[src/rtl/cm_stream_decoder.sv]
// Streaming nibble-matrix decoder: GF(2) 4x4 matrix per nibble, FWFT output FIFO.
// Optional feature macro: CM_DEC_PARITY_EN adds a stored even-parity bit and the m_parity output.
module cm_stream_decoder #(
    parameter int unsigned FIFO_DEPTH = 4
) (
    input  logic       clk,
    input  logic       rst,
    input  logic       cfg_wr,
    input  logic [2:0] cfg_addr,
    input  logic [3:0] cfg_data,
    input  logic       cfg_lock,
    input  logic       cfg_unlock,
    input  logic       s_valid,
    output logic       s_ready,
    input  logic [7:0] s_data,
    output logic       m_valid,
    input  logic       m_ready,
    output logic [7:0] m_data,
    output logic       run
`ifdef CM_DEC_PARITY_EN
    ,
    output logic       m_parity
`endif
);

    localparam int unsigned AW = $clog2(FIFO_DEPTH);
    localparam int unsigned PW = AW + 1;
`ifdef CM_DEC_PARITY_EN
    localparam int unsigned EW = 9;
`else
    localparam int unsigned EW = 8;
`endif

    typedef enum logic [1:0] {
        ST_CONFIG = 2'd0,
        ST_RUN    = 2'd1,
        ST_DRAIN  = 2'd2
    } state_t;

    state_t        r_state;
    logic [3:0]    r_row [8];
    logic [EW-1:0] r_mem [FIFO_DEPTH];
    logic [PW-1:0] r_wr_ptr;
    logic [PW-1:0] r_rd_ptr;

    logic          w_full;
    logic          w_empty;
    logic          w_push;
    logic          w_pop;
    logic [7:0]    w_dec;
    logic [EW-1:0] w_entry;

    // Extra pointer MSB separates full (MSBs differ) from empty (pointers equal).
    assign w_empty = (r_wr_ptr == r_rd_ptr);
    assign w_full  = (r_wr_ptr[AW] != r_rd_ptr[AW]) &&
                     (r_wr_ptr[AW-1:0] == r_rd_ptr[AW-1:0]);

    assign s_ready = (r_state == ST_RUN) && !w_full;
    assign m_valid = !w_empty;
    assign run     = (r_state == ST_RUN);
    assign w_push  = s_valid && s_ready;
    assign w_pop   = m_valid && m_ready;
    assign m_data  = r_mem[r_rd_ptr[AW-1:0]][7:0];

    always_comb begin
        w_dec = '0;
        for (int i = 0; i < 4; i++) begin
            w_dec[i]     = ^(r_row[i] & s_data[3:0]);
            w_dec[4 + i] = ^(r_row[4 + i] & s_data[7:4]);
        end
    end

`ifdef CM_DEC_PARITY_EN
    assign w_entry  = {^w_dec, w_dec};
    assign m_parity = r_mem[r_rd_ptr[AW-1:0]][8];
`else
    assign w_entry  = w_dec;
`endif

    // Mode FSM and matrix rows; rows are only writable in CONFIG.
    always_ff @(posedge clk) begin
        if (rst) begin
            r_state <= ST_CONFIG;
            for (int i = 0; i < 8; i++) begin
                r_row[i] <= 4'(1 << (i % 4));
            end
        end else begin
            case (r_state)
                ST_CONFIG: begin
                    if (cfg_wr) begin
                        r_row[cfg_addr] <= cfg_data;
                    end
                    if (cfg_lock) begin
                        r_state <= ST_RUN;
                    end
                end
                ST_RUN: begin
                    if (cfg_unlock) begin
                        r_state <= ST_DRAIN;
                    end
                end
                ST_DRAIN: begin
                    if (w_empty) begin
                        r_state <= ST_CONFIG;
                    end
                end
                default: r_state <= ST_CONFIG;
            endcase
        end
    end

    // Output FIFO; storage cleared on reset so the head reads zero.
    always_ff @(posedge clk) begin
        if (rst) begin
            r_wr_ptr <= '0;
            r_rd_ptr <= '0;
            for (int i = 0; i < int'(FIFO_DEPTH); i++) begin
                r_mem[i] <= '0;
            end
        end else begin
            if (w_push) begin
                r_mem[r_wr_ptr[AW-1:0]] <= w_entry;
                r_wr_ptr                <= r_wr_ptr + PW'(1);
            end
            if (w_pop) begin
                r_rd_ptr <= r_rd_ptr + PW'(1);
            end
        end
    end

endmodule

[config.mk]
export PLATFORM = sky130hd
export DESIGN_NAME = cm_stream_decoder
export DESIGN_NICKNAME = d
export VERILOG_FILES = /design/src/rtl/cm_stream_decoder.sv
export SDC_FILE = /design/constraint.sdc
export NUM_CORES = 1
export LEC_CHECK = 0
export ABC_AREA = 0
export CAP_MARGIN = 0
export CORE_AREA = 4 4 69 103
export CTS_BUF_LIST = sky130_fd_sc_hd__clkbuf_8
export DETAILED_ROUTE_END_ITERATION = 6
export DIE_AREA = 0 0 73 107
export DONT_BUFFER_PORTS = 1
export PLACE_DENSITY = 0.76
export SYNTH_ARGS = -nofsm -noshare
export SYNTH_HDL_FRONTEND = slang
export SYNTH_SLANG_ARGS = --single-unit
[constraint.sdc]
create_clock -name clk -period 1.7 [get_ports clk]
set_clock_uncertainty 0.1 [all_clocks]
set_input_delay 0.17 -clock clk [delete_from_list [all_inputs] [get_ports clk]]
set_output_delay 0.17 -clock clk [all_outputs]
set_load 0.03 [all_outputs]
==> results of run 1 <==
-- kinds of logic after synthesis --
logic type	count (synthesis)	synth area share, %
AOI/OAI and AO/OA	16	3.348
xor gates and xnor gates	31	7.811
adders and majority gates	2	0.7198
buffers and inverters	14	2.411
DFF	74	61.05
muxes	11	6.047
and+or+nand+nor	137	18.61
-- path summary, 6_finish.rpt --
path / to / slack [ns] / depth (start not counted)
worst max-delay path: m_valid / -0.11 / 4
worst min-delay path: r_mem[2][2] / 0.02 / 1
worst max register to register: r_mem[2][5] / -0.04 / 5
worst min register to register: r_rd_ptr[2] / 0.43 / 2
-- final cells by class --
type                            instances  area, sq um
Sequential cell                        74         2138
Fill cell                             427         1780
Multi-Input combinational cell        197         1508
Tap cell                               74        92.59
Timing Repair Buffer                   46        440.4
Clock inverter                          7        76.32
Clock buffer                            9        123.9
Inverter                                4        15.01
-- power groups by stage --
stage | Combinational [uW] | Clock, uW | Sequential [uW]
final | 618 | 1360 | 2070
after global routing | 663 | 1470 | 2080
after CTS | 576 | 1370 | 2070
after detailed placement | 486 | 0 | 2110
after global placement | 478 | 0 | 2110
after floorplan | 353 | 0 | 2100
-- what timing repair did --
action                                 4_1_cts  5_1_grt
setup buffers                                6        1
gates resized for setup                     43       22
endpoints found under the hold margin       56        0
hold buffers                                11        0
cloned                                       0        0
setup endpoints to repair                  112       67
pin swaps                                    6        5
-- sequential cells by signal, indices dropped and copies added (netlist names), named ones only --
register / flops
r_row: 32
r_rd_ptr: 3
r_state: 2
r_mem: 32
r_wr_ptr: 3
-- cell usage after synthesis, types with 4 or more instances --
| library cell | count |
|---|---|
| sky130_fd_sc_hd__nor2_1 | 45 |
| sky130_fd_sc_hd__nand2_1 | 39 |
| sky130_fd_sc_hd__xor2_1 | 4 |
| sky130_fd_sc_hd__dfxtp_1 | 10 |
| sky130_fd_sc_hd__and2_1 | 24 |
| sky130_fd_sc_hd__o21ai_0 | 6 |
| sky130_fd_sc_hd__nand2b_1 | 5 |
| sky130_fd_sc_hd__inv_1 | 4 |
| sky130_fd_sc_hd__or3_1 | 11 |
| sky130_fd_sc_hd__xnor2_1 | 27 |
| sky130_fd_sc_hd__mux4_2 | 8 |
| sky130_fd_sc_hd__edfxtp_1 | 64 |
| sky130_fd_sc_hd__buf_6 | 4 |
| sky130_fd_sc_hd__clkbuf_1 | 4 |
-- worst max-delay path: stages (launching register included) --
cell	delay [ns]
sky130_fd_sc_hd__dfxtp_2	0.34
sky130_fd_sc_hd__buf_6	0.13
sky130_fd_sc_hd__xor2_4	0.19
sky130_fd_sc_hd__or3_4	0.39
sky130_fd_sc_hd__buf_6	0.15
-- cell usage in the layout (no fill, tap or decap), drive strengths merged, types with 2 or more instances in the layout --
master / instances
buf: 35
and2: 24
mux4: 8
dlygate4sd3: 11
nor2: 45
o21ai: 6
clkinv: 3
dfxtp: 10
clkbuf: 9
or3: 11
inv: 6
mux2i: 3
nand2: 39
nor3: 3
nand2b: 5
a31o: 3
xor2: 4
a31oi: 3
or2: 2
xnor2: 27
ha: 2
edfxtp: 64
nand3: 2
-- per-layer routing --
layer,vias up,wire [um],track usage [%]
li1,1087,-,-
met1,1110,2489,20.53
met2,59,4299,39.37
met3,12,294,5.441
met4,0,130,6.860
met5,-,0,0
-- metrics by stage --
| stage | TNS, ns | cell area, sq um | setup WS (ns) | total power [uW] | utilization (%) |
|---|---|---|---|---|---|
| after floorplan | -1.628 | 3503 | -0.1018 | 2457 | - |
| final | -0.6068 | 4394 | -0.1132 | 4046 | 71.17 |
| after global placement | -3.784 | 3744 | -0.1294 | 2585 | 60.63 |
| after global routing | -2.549 | 4394 | -0.1583 | 4211 | 71.17 |
| after detailed placement | -4.051 | 3744 | -0.1169 | 2598 | 60.63 |
| after CTS | -0.6629 | 4287 | -0.1085 | 4021 | 69.42 |
==> impl_summary.log, run 1 <==
INFO  metric element_type_at_the_critical_path_end = output pin
INFO  metric slew_viol_final = 0
INFO  metric leakagePower = 0.001584 uW
INFO  metric route.final.wire_length = a little over 7 mm
INFO  metric worst-endpoint-required = 1.43 ns
INFO  metric drt_drc_violations_left = 0
INFO  metric worstMarginPinSlew = 0.5730 ns
INFO  metric clockRootBuffer = sky130_fd_sc_hd__clkbuf_8
INFO  metric gp_routability_congestion = 0.7196
INFO  metric period_share = 106.7%
INFO  metric cts_buffer_depth = 2
INFO  metric hold_ws = 0.01613 ns
INFO  metric synth-main-ff-cell = sky130_fd_sc_hd__edfxtp_1
INFO  metric slew_headroom = 61.67%
INFO  metric synth-edff-count = 64
INFO  metric final.setup.worst_slack = -0.1132 ns
INFO  metric yosys-top-cells-area = sky130_fd_sc_hd__edfxtp_1 55%, sky130_fd_sc_hd__xnor2_1 6.8%, sky130_fd_sc_hd__dfxtp_1 5.8%
INFO  metric holdCritStartpoint = rst
INFO  metric rr_startpoint = r_rd_ptr[0]
INFO  metric area_of_the_die = 7811 sq um
INFO  metric post-dp-hpwl = ~5 mm
INFO  metric post-synth-top-area-cell = sky130_fd_sc_hd__edfxtp_1
INFO  metric leftover_overflow_at_the_end_of_global_routing = 0
INFO  metric setup_viol = 22
INFO  metric syn_area_per_cell = 12.20 sq um
INFO  metric synth-async-reset-ratio = 0%
INFO  metric pin_count_of_the_biggest_net_entering_global_routing = 15
INFO  metric finish.cell_count_without_fillers = 411
INFO  metric die_x = 73 um
INFO  metric max_cap_viol_count = 0
INFO  metric postSynthNetCount = 309
INFO  metric crit_path_start = r_wr_ptr[0]
INFO  metric outcome = complete, but fails checks
INFO  metric buffer_ports.inserted = 0
INFO  metric min_path_type = in -> reg
INFO  metric synth_sequential_area_ratio = 61.05%
INFO  metric vias = 2268
INFO  metric initial_standard_cell_utilization_of_the_core = ~56%
INFO  metric timing.final.hold_violations = 0
INFO  metric clock_latency = roughly 0.35 ns
INFO  metric initialDrtViolationCount = 198
INFO  metric die_h = 107 um
INFO  metric ys.warnings.count = 0
INFO  metric max-vdd-ir-drop = 577.4 uV
INFO  metric violations_in_the_final_reports = setup timing
INFO  metric power_frac_seq = 51.2%
INFO  metric number_of_antenna_violations_at_the_first_check_in_global_routing = 0
INFO  metric htreeDepth = 3
INFO  metric clkPwrFrac = 33.5%
INFO  metric largest_fanout_of_any_net_on_the_critical_path = 4
INFO  metric worst-endpoint-arrival = 1.54 ns
INFO  metric final_nets = 356
INFO  metric drt_pre_antenna_iters = 5
INFO  metric wire_per_inst = 17.55 um
INFO  metric synth.distinct_cells = 34
INFO  metric first_global_vias = 2410
INFO  metric layout-drive-gt1-share = 31.75%
INFO  metric period_minus_slack = 1.813 ns
INFO  metric p_comb_share = 15.3%
INFO  metric crit_path_start_kind = flop
INFO  metric tritoncts_clock_tree = yes
INFO  metric timing_limited_maximum_frequency = 0.5515 GHz
INFO  metric setup_repair_after_global_routing_missed_its_margin = true
INFO  metric register_bit_count_reported_by_yosys = 74
INFO  metric switching_power = 1038 uW
INFO  metric power_switching_share = 25.65%
INFO  metric synth_top_area_share = 55.29%
INFO  metric diodes = 0
INFO  metric p_per_area = 920.9 nW/um^2
INFO  metric drt.antenna.violating_nets = 0
INFO  metric row_count = 35
INFO  metric global_route.usage.total = 20.57%
INFO  metric dpl.cell_count = 377
INFO  metric syn2layout_area_growth = 26.42%
INFO  metric num_io_pins = 33
INFO  metric clk_pin_slew = 0.08 ns
INFO  metric postSynthCellCount = between 200 and 300
INFO  metric post_dr_vias_cell = 5.518
INFO  metric cts.sinks = 74
INFO  metric core = 6175 sq um
INFO  metric grt_first_pass_wirelength = between 10 and 15 mm
INFO  metric synth_area = 3476 sq um
INFO  metric critical_path_class = reg -> out
INFO  metric internal-power = 3008 uW
INFO  metric cts_buffers = 9
No activity file was read; power rests on OpenSTA's default activity.
==> run 2, diff against run 1 <==
==> config.mk (replaced) <==
export PLATFORM = sky130hd
export DESIGN_NAME = cm_stream_decoder
export DESIGN_NICKNAME = d
export VERILOG_FILES = /design/src/rtl/cm_stream_decoder.sv
export SDC_FILE = /design/constraint.sdc
export NUM_CORES = 1
export LEC_CHECK = 0
export ABC_AREA = 1
export CAP_MARGIN = 0
export CORE_AREA = 4 4 69 102
export CTS_BUF_LIST = sky130_fd_sc_hd__clkbuf_8
export DETAILED_ROUTE_END_ITERATION = 6
export DIE_AREA = 0 0 73 106
export DONT_BUFFER_PORTS = 1
export PLACE_DENSITY = 0.81
export SKIP_CTS_REPAIR_TIMING = 1
export SYNTH_ARGS = -nofsm -noshare
export SYNTH_HDL_FRONTEND = slang
export SYNTH_SLANG_ARGS = --single-unit
==> run 2 against run 1 <==
  * The flow finishes with violations (hold timing, setup timing)
  * Sequential share of layout area grew 1.3 points
  * Highest routed layer unchanged
  * Design area shrank 2.6%
  * Global-route usage shrank 3.2 points
  * Die area shrank 0.93%
  * Clock-buffer cell count is the same
  * Hold slack lost 0.031 ns
  * Via count grew 9.2%
  * Critical path depth grew 1
  * Final cell count grew 14%
  * Largest power group unchanged
==> impl_summary.log, run 2 <==
INFO  metric outcome = complete, but fails checks (unchanged)
INFO  metric violations_in_the_final_reports = hold timing, setup timing (was setup timing)
INFO  metric area.sequential = 2136 sq um (was 2138 sq um)
INFO  metric finish.utilization = 69.28% (was 71.17%)
INFO  metric biggestRegsByFlops = r_mem x32, r_row x32 (unchanged)
INFO  metric drt_drc_violations_left = 0 (unchanged)
INFO  metric post_dr_vias_cell = 5.293 (was 5.518)
INFO  metric element_type_at_the_critical_path_end = flop (was output pin)
INFO  metric global_route.usage.total = 17.40% (was 20.57%)
INFO  metric synth_area = 3423 sq um (was 3476 sq um)
INFO  metric setup_repair_after_global_routing_missed_its_margin = true (unchanged)
INFO  metric final_cell_mix = 67 x sky130_fd_sc_hd__nor2_1, 64 x sky130_fd_sc_hd__edfxtp_1, 52 x sky130_fd_sc_hd__nand2_1 (was 64 x sky130_fd_sc_hd__edfxtp_1, 37 x sky130_fd_sc_hd__nand2_1, 31 x sky130_fd_sc_hd__nor2_1)
INFO  metric worst-r2r-setup-slack = -0.04 ns (about the same)
INFO  metric synth.distinct_cells = 24 (was 34)
INFO  metric final_nets = 414 (was 356)
INFO  metric leakagePower = 0.001677 uW (was 0.001584 uW)
INFO  metric ff_to_ff_end = r_row[2][0] (was r_mem[2][5])
INFO  metric power = 4404 uW (was 4046 uW)
INFO  metric initial_standard_cell_utilization_of_the_core = 55.44% (was 56.29%)
INFO  metric synth_sequential_area_ratio = 61.99% (was 61.05%)
INFO  metric final.setup.worst_slack = -0.03532 ns (was -0.1132 ns)
INFO  metric route.final.wire_length = 6.895 mm (was 7.212 mm)
INFO  metric period_minus_slack = 1.735 ns (was 1.813 ns)
INFO  metric p_comb_share = 19.4% (was 15.3%)
INFO  metric ys.warnings.count = 0 (unchanged)
INFO  metric synth-async-reset-ratio = 0% (unchanged)
INFO  metric htreeDepth = 3 (unchanged)
INFO  metric ys_top_cells_by_count = 75 x sky130_fd_sc_hd__nor2_1, 71 x sky130_fd_sc_hd__nand2_1, 64 x sky130_fd_sc_hd__edfxtp_1 (was 64 x sky130_fd_sc_hd__edfxtp_1, 45 x sky130_fd_sc_hd__nor2_1, 39 x sky130_fd_sc_hd__nand2_1, 27 x sky130_fd_sc_hd__xnor2_1, 24 x sky130_fd_sc_hd__and2_1)
INFO  metric power_frac_seq = 48.1% (was 51.2%)
INFO  metric first_global_vias = 2398 (was 2410)
INFO  metric grt_first_pass_wirelength = 10.34 mm (was 11.90 mm)
INFO  metric area_of_the_die = 7738 sq um (was 7811 sq um)
INFO  metric gp_routability_congestion = 0.8046 (was 0.7196)
INFO  metric setup_viol = 24 (was 22)
INFO  metric internal-power = 3204 uW (was 3008 uW)
INFO  metric fillerInstances = 422 (was 427)
INFO  metric timing_limited_maximum_frequency = 0.5763 GHz (was 0.5515 GHz)
INFO  metric multi_input_area = 1313 sq um (was 1508 sq um)
INFO  metric postSynthCellCount = 335 (was 285)
INFO  metric holdCritStartpoint = s_valid (was rst)
INFO  metric synth_top_area_share = 56.14% (was 55.29%)
INFO  metric crit_path_start_kind = flop (unchanged)
INFO  metric critical_path_class = reg -> reg (was reg -> out)
INFO  metric vias = 2477 (was 2268)
INFO  metric clockRootBuffer = sky130_fd_sc_hd__clkbuf_8 (unchanged)
INFO  metric num_io_pins = 33 (unchanged)
INFO  metric die_h = 106 um (was 107 um)
INFO  metric mostFrequentLayoutCell = sky130_fd_sc_hd__nor2_1 (was sky130_fd_sc_hd__edfxtp_1)
INFO  metric layout-drive-gt1-share = 27.41% (was 31.75%)
INFO  metric postSynthNetCount = 359 (was 309)
INFO  metric yosys-top-cells-area = sky130_fd_sc_hd__edfxtp_1 56%, sky130_fd_sc_hd__nor2_1 8.2%, sky130_fd_sc_hd__nand2_1 7.8% (was sky130_fd_sc_hd__edfxtp_1 55%, sky130_fd_sc_hd__xnor2_1 6.8%, sky130_fd_sc_hd__dfxtp_1 5.8%)
INFO  metric syn2layout_area_growth = 24.96% (was 26.42%)
INFO  metric slew_headroom = 73.93% (was 61.67%)
INFO  metric synth-edff-count = 64 (unchanged)
INFO  metric finish.cell_count_without_fillers = 468 (was 411)
INFO  metric worst-endpoint-arrival = 1.69 ns (was 1.54 ns)
INFO  metric leftover_overflow_at_the_end_of_global_routing = 0 (unchanged)
INFO  metric register_bit_count_reported_by_yosys = 74 (unchanged)
INFO  metric max_cap_viol_count = 0 (unchanged)
INFO  metric power_switching_share = 27.24% (was 25.65%)
INFO  metric synth_most_common_cell = sky130_fd_sc_hd__nor2_1 (was sky130_fd_sc_hd__edfxtp_1)
INFO  metric cts.sinks = 74 (unchanged)
INFO  metric post-dp-hpwl = 4.770 mm (was 4.898 mm)
INFO  metric max-vdd-ir-drop = 836.3 uV (was 577.4 uV)
INFO  metric dpl.cell_count = 437 (was 377)
INFO  metric p_per_area = 1029 nW/um^2 (was 920.9 nW/um^2)
INFO  metric switching_power = 1199 uW (was 1038 uW)
INFO  metric clk_pin_slew = 0.07 ns (was 0.08 ns)
INFO  metric number_of_antenna_violations_at_the_first_check_in_global_routing = 0 (unchanged)
INFO  metric cts_buffers = 9 (unchanged)
INFO  metric slew_viol_final = 0 (unchanged)
INFO  metric post-synth-top-area-cell = sky130_fd_sc_hd__edfxtp_1 (unchanged)
INFO  metric buffer_ports.inserted = 0 (unchanged)
INFO  metric pin_count_of_the_biggest_net_entering_global_routing = 17 (was 15)
INFO  metric drt_pre_antenna_iters = 4 (was 5)
INFO  metric cts_buffer_depth = 2 (unchanged)
INFO  metric core = 6175 sq um (unchanged)
INFO  metric hold_ws = -0.01498 ns (was 0.01613 ns)
INFO  metric wire_per_inst = 14.73 um (was 17.55 um)
INFO  metric synth-main-ff-cell = sky130_fd_sc_hd__edfxtp_1 (unchanged)
INFO  metric timing.final.hold_violations = 1 (was 0)
INFO  metric syn_area_per_cell = 10.22 sq um (was 12.20 sq um)
INFO  metric ff2ff_path_depth = 5 (unchanged)
INFO  metric period_share = 102.1% (was 106.7%)
INFO  metric die_x = 73 um (unchanged)
INFO  metric initialDrtViolationCount = 204 (was 198)
INFO  metric timing.hold.worst_endpoint = r_wr_ptr[2] (was r_mem[2][2])
INFO  metric rr_startpoint = r_state[1] (was r_rd_ptr[0])
INFO  metric drt.antenna.violating_nets = 0 (unchanged)
INFO  metric clkPwrFrac = 32.5% (was 33.5%)
INFO  metric worst-endpoint-required = 1.66 ns (was 1.43 ns)
INFO  metric clock_latency = 0.34 ns (was 0.35 ns)
INFO  metric worst_hold_path_stage_count = 3 (was 1)
INFO  metric row_count = 35 (unchanged)
INFO  metric worstMarginPinSlew = 0.3812 ns (was 0.5730 ns)
INFO  metric largest_fanout_of_any_net_on_the_critical_path = 7 (was 4)
INFO  metric diodes = 0 (unchanged)
INFO  metric tritoncts_clock_tree = yes (unchanged)
INFO  metric min_path_type = in -> reg (unchanged)
-- run 2: changes by cell type after synthesis, sizes merged, moves of 11 or more --
cell   previous run  this run
nand2            39        72
and2             24         0
inv               4        25
nor2             45        79
nand3             2        16
or3              11         0
o21ai             6        22
-- run 2: cell families (layout without fill, tap and decap cells) --
group / Yosys count / after routing / share of synthesized area, %
buffers and inverters: 28 / 87 / 3.070
AOI/OAI and AO/OA: 36 / 36 / 5.665
adders and majority gates: 2 / 2 / 0.7309
and+or+nand+nor: 170 / 170 / 22.15
xor gates and xnor gates: 25 / 25 / 6.396
DFF: 74 / 74 / 61.99
-- run 2: critical path: stages, from the launching register on --
cell	delay [ns]
sky130_fd_sc_hd__dfxtp_1	0.31
sky130_fd_sc_hd__or2_1	0.23
sky130_fd_sc_hd__nand3b_1	0.26
sky130_fd_sc_hd__nor2_4	0.32
sky130_fd_sc_hd__nand2_2	0.11
sky130_fd_sc_hd__nand2_2	0.12
-- run 2: routing by layer --
layer  GRT usage [%]  vias to the layer above  share of wire, %  routed length [um]
met5               0                        -                 0                   0
met4           7.916                        0               3.1                 212
met3           5.298                       16               4.8                 333
li1                -                     1227                 -                   -
met1           16.13                     1164                34                2361
met2           32.97                       70                58                3988
-- run 2: worst max path at each step --
stage                           start  cells after the start     endpoint  slack [ns]
after global routing       r_state[1]                      5  r_row[0][3]       -0.12
after detailed placement   r_state[1]                      5  r_row[4][2]       -0.02
after global placement     r_state[1]                      5  r_row[4][1]        0.02
after CTS                  r_state[1]                      5  r_row[4][2]       -0.04
after floorplan           r_wr_ptr[0]                      8  r_mem[0][0]       -0.02
final                      r_state[1]                      5  r_row[2][0]       -0.04
-- run 2: power groups by stage --
stage | registers (uW) | logic (uW) | clock network (uW)
floorplan | 2130 | 500 | 0
global placement | 2140 | 705 | 0
detailed placement | 2140 | 726 | 0
CTS | 2100 | 729 | 1410
global route | 2130 | 918 | 1520
finish | 2120 | 853 | 1430
-- run 2: metrics by stage --
step	instance area, sq um	TNS (ns)	setup WS (ns)
after floorplan	3436	-0.4794	-0.01997
after global placement	3762	0	0.01809
after detailed placement	3762	-0.07638	-0.01911
after CTS	3969	-0.2303	-0.04077
after global routing	4278	-5.540	-0.1160
final	4278	-0.5708	-0.03532
-- run 2: area by class of cell --
cell class / count / share of cell area, %
flip-flops and latches: 74 / 49.93
repair buffers: 46 / 9.944
inverters: 25 / 2.281
well taps: 74 / 2.164
clock buffers: 9 / 2.896
repair inverters: 1 / 0.1755
clock inverters: 6 / 1.930
multi-input cells: 233 / 30.68
==> run 3, diff against run 2 <==
--- a/config.mk
+++ b/config.mk
@@ -7,12 +7,14 @@
 export LEC_CHECK = 0
 export ABC_AREA = 1
 export CAP_MARGIN = 0
-export CORE_AREA = 4 4 69 102
+export CELL_PAD_IN_SITES_DETAIL_PLACEMENT = 0
+export CELL_PAD_IN_SITES_GLOBAL_PLACEMENT = 1
+export CORE_AREA = 4 4 75 112
 export CTS_BUF_LIST = sky130_fd_sc_hd__clkbuf_8
 export DETAILED_ROUTE_END_ITERATION = 6
-export DIE_AREA = 0 0 73 106
+export DIE_AREA = 0 0 79 116
 export DONT_BUFFER_PORTS = 1
-export PLACE_DENSITY = 0.81
+export PLACE_DENSITY = 0.84
 export SKIP_CTS_REPAIR_TIMING = 1
 export SYNTH_ARGS = -nofsm -noshare
 export SYNTH_HDL_FRONTEND = slang
==> constraint.sdc (replaced) <==
create_clock -name clk -period 1.7 [get_ports clk]
set_clock_uncertainty 0.1 [all_clocks]
set_input_delay 0.17 -clock clk [delete_from_list [all_inputs] [get_ports clk]]
set_output_delay 0.17 -clock clk [all_outputs]
set_load 0.05 [all_outputs]
==> run 3 against run 2 <==
  * The run still ends with hold timing, setup timing left
  * Non-clock buffer count up 8
  * Combinational power up 44%
  * Register-to-register slack worse by 0.05 ns
  * Flip-flop and latch count unchanged
  * Clock-buffer cell count up 1
  * Power up 2.1%
  * Critical endpoint is now r_row[4][2]
  * Highest routed layer unchanged
==> impl_summary.log, run 3 (synthesis gave the netlist of run 2 again) <==
INFO  metric leakagePower = 0.001774 uW (was 0.001677 uW)
INFO  metric num_io_pins = 33 (unchanged)
INFO  metric drt.antenna.violating_nets = 0 (unchanged)
INFO  metric first_global_vias = 2475 (was 2398)
INFO  metric period_minus_slack = 1.783 ns (was 1.735 ns)
INFO  metric global_route.usage.total = 15.86% (was 17.40%)
INFO  metric mostFrequentLayoutCell = sky130_fd_sc_hd__edfxtp_1 (was sky130_fd_sc_hd__nor2_1)
INFO  metric buffer_ports.inserted = 0 (unchanged)
INFO  metric final.setup.worst_slack = -0.08283 ns (was -0.03532 ns)
INFO  metric final_nets = 421 (was 414)
INFO  metric violations_in_the_final_reports = hold timing, setup timing (unchanged)
INFO  metric area_of_the_die = 9164 sq um (was 7738 sq um)
INFO  metric largest_fanout_of_any_net_on_the_critical_path = 8 (was 7)
INFO  metric worstMarginPinSlew = 0.5709 ns (was 0.3812 ns)
INFO  metric biggestRegsByFlops = r_mem x32, r_row x32 (unchanged)
INFO  metric slew_viol_final = 0 (unchanged)
INFO  metric clock_latency = 0.34 ns (about the same)
INFO  metric syn2layout_area_growth = 36.59% (was 24.96%)
INFO  metric worst-endpoint-required = 1.79 ns (was 1.66 ns)
INFO  metric period_share = 104.9% (was 102.1%)
INFO  metric ff2ff_path_depth = 6 (was 5)
INFO  metric crit_path_start_kind = flop (unchanged)
INFO  metric tritoncts_clock_tree = yes (unchanged)
INFO  metric timing.critical_path.buf_inv = 1 (was 0)
INFO  metric worst-r2r-setup-slack = -0.08 ns (was -0.04 ns)
INFO  metric rr_startpoint = r_state[0] (was r_state[1])
INFO  metric critical-path-slowest-cell = sky130_fd_sc_hd__dfxtp_2 (was sky130_fd_sc_hd__nor2_4)
INFO  metric route.final.wire_length = 6.908 mm (was 6.895 mm)
INFO  metric ff_to_ff_end = r_row[4][2] (was r_row[2][0])
INFO  metric cpPeakStageDelay = 0.33 ns (was 0.32 ns)
INFO  metric timing.hold.worst_endpoint = r_row[5][1] (was r_wr_ptr[2])
INFO  metric initial_standard_cell_utilization_of_the_core = 45.55% (was 55.44%)
INFO  metric number_of_antenna_violations_at_the_first_check_in_global_routing = 0 (unchanged)
INFO  metric final_cell_mix = 64 x sky130_fd_sc_hd__edfxtp_1, 50 x sky130_fd_sc_hd__nor2_1, 44 x sky130_fd_sc_hd__nand2_1 (was 67 x sky130_fd_sc_hd__nor2_1, 64 x sky130_fd_sc_hd__edfxtp_1, 52 x sky130_fd_sc_hd__nand2_1)
INFO  metric critical_path_class = reg -> reg (unchanged)
INFO  metric cts.sinks = 74 (unchanged)
INFO  metric critical_path.top_delay_family = simple AND/OR/NAND/NOR gates (unchanged)
INFO  metric worst-endpoint-arrival = 1.87 ns (was 1.69 ns)
INFO  metric min_path_type = in -> reg (unchanged)
INFO  metric max-vdd-ir-drop = 563.6 uV (was 836.3 uV)
INFO  metric holdCritStartpoint = cfg_addr[1] (was s_valid)
INFO  metric gp_routability_congestion = 0.7536 (was 0.8046)
INFO  metric setup_repair_after_global_routing_missed_its_margin = true (unchanged)
INFO  metric cts_buffer_depth = 2 (unchanged)
INFO  metric leftover_overflow_at_the_end_of_global_routing = 0 (unchanged)
INFO  metric wire_per_inst = 13.71 um (was 14.73 um)
INFO  metric pin_count_of_the_biggest_net_entering_global_routing = 17 (unchanged)
INFO  metric slew_headroom = 61.90% (was 73.93%)
INFO  metric die_h = 116 um (was 106 um)
INFO  metric vias = 2442 (was 2477)
INFO  metric element_type_at_the_critical_path_end = flop (unchanged)
INFO  metric layout-drive-gt1-share = 39.80% (was 27.41%)
INFO  metric power = 4498 uW (was 4404 uW)
INFO  metric p_per_area = 962.0 nW/um^2 (was 1029 nW/um^2)
INFO  metric timing.final.hold_violations = 1 (unchanged)
INFO  metric post-dp-hpwl = 5.065 mm (was 4.770 mm)
INFO  metric outcome = complete, but fails checks (unchanged)
INFO  metric clockRootBuffer = sky130_fd_sc_hd__clkbuf_8 (unchanged)
INFO  metric htreeDepth = 3 (unchanged)
INFO  metric clk_pin_slew = 0.07 ns (about the same)
INFO  metric worst_hold_path_stage_count = 2 (was 3)
INFO  metric timing_limited_maximum_frequency = 0.5609 GHz (was 0.5763 GHz)
INFO  metric initialDrtViolationCount = 228 (was 204)
INFO  metric dp_worst_setup_slack = -0.01018 ns (was -0.01911 ns)
INFO  metric die_x = 79 um (was 73 um)
INFO  metric grt_first_pass_wirelength = 11.07 mm (was 10.34 mm)
INFO  metric max_cap_viol_count = 0 (unchanged)
INFO  metric drt_drc_violations_left = 0 (unchanged)
INFO  metric worstPathCellList = or2_1, nand3b_1, nor2_4, nand2_2, buf_6, nor2_1 (was or2_1, nand3b_1, nor2_4, nand2_2, nand2_2)
INFO  metric diodes = 0 (unchanged)
INFO  metric drt_pre_antenna_iters = 4 (unchanged)
INFO  metric hold_ws = -0.0001241 ns (was -0.01498 ns)
INFO  metric row_count = 39 (was 35)
INFO  metric setup_viol = 48 (was 24)
INFO  metric core = 7515 sq um (was 6175 sq um)
INFO  metric crit_path_start = r_state[0] (was r_state[1])
INFO  metric cts_buffers = 9 (unchanged)
INFO  metric post_dr_vias_cell = 4.845 (was 5.293)
==> run 3: worst max-delay path by stage <==
stage,to,cells after the start,slack [ns]
3_5_place_dp,r_mem[3][0],8,-0.01
4_1_cts,m_data[0],4,-0.17
5_1_grt,r_row[0][2],6,-0.15
3_3_place_gp,r_mem[3][0],8,0.02
2_1_floorplan,r_mem[0][0],6,-0.02
6_report,r_row[4][2],6,-0.08
==> run 3: cell type report <==
class | instances | area (sq um)
Clock buffer | 10 | 137.6
Inverter | 25 | 107.6
Fill cell | 641 | 2839
Multi-Input combinational cell | 233 | 1526
Sequential cell | 74 | 2140
Tap cell | 102 | 127.6
Clock inverter | 6 | 27.53
Timing Repair Buffer | 54 | 609.3
==> run 3: stage by stage <==
step,TNS [ns],utilization (%),cells,cell area [sq um]
2_1_floorplan,-0.3969,-,335,3507
3_3_place_gp,0,53.15,470,3994
3_5_place_dp,-0.07805,53.15,470,3994
4_1_cts,-2.025,55.34,486,4159
5_1_grt,-7.616,62.22,504,4676
6_report,-1.737,62.22,504,4676
==> run 3: metal layers <==
layer  up-vias  global-route usage [%]  part of all wire (%)
met5         -                       0                     0
met4         0                   7.569                   1.9
met3         8                   3.344                   3.3
met2        40                   31.21                    60
met1      1149                   15.29                    35
li1       1245                       -                     -
==> run 3: power by group <==
| group | switching [uW] | internal [uW] |
|---|---|---|
| Sequential | 55.8 | 2070 |
| Clock | 594 | 549 |
| Combinational | 703 | 528 |
==> run 3: worst reg2reg max path, stage by stage (launching register included) <==
cell	delay, ns
sky130_fd_sc_hd__dfxtp_2	0.33
sky130_fd_sc_hd__or2_1	0.24
sky130_fd_sc_hd__nand3b_1	0.27
sky130_fd_sc_hd__nor2_4	0.31
sky130_fd_sc_hd__nand2_2	0.14
sky130_fd_sc_hd__buf_6	0.14
sky130_fd_sc_hd__nor2_1	0.10
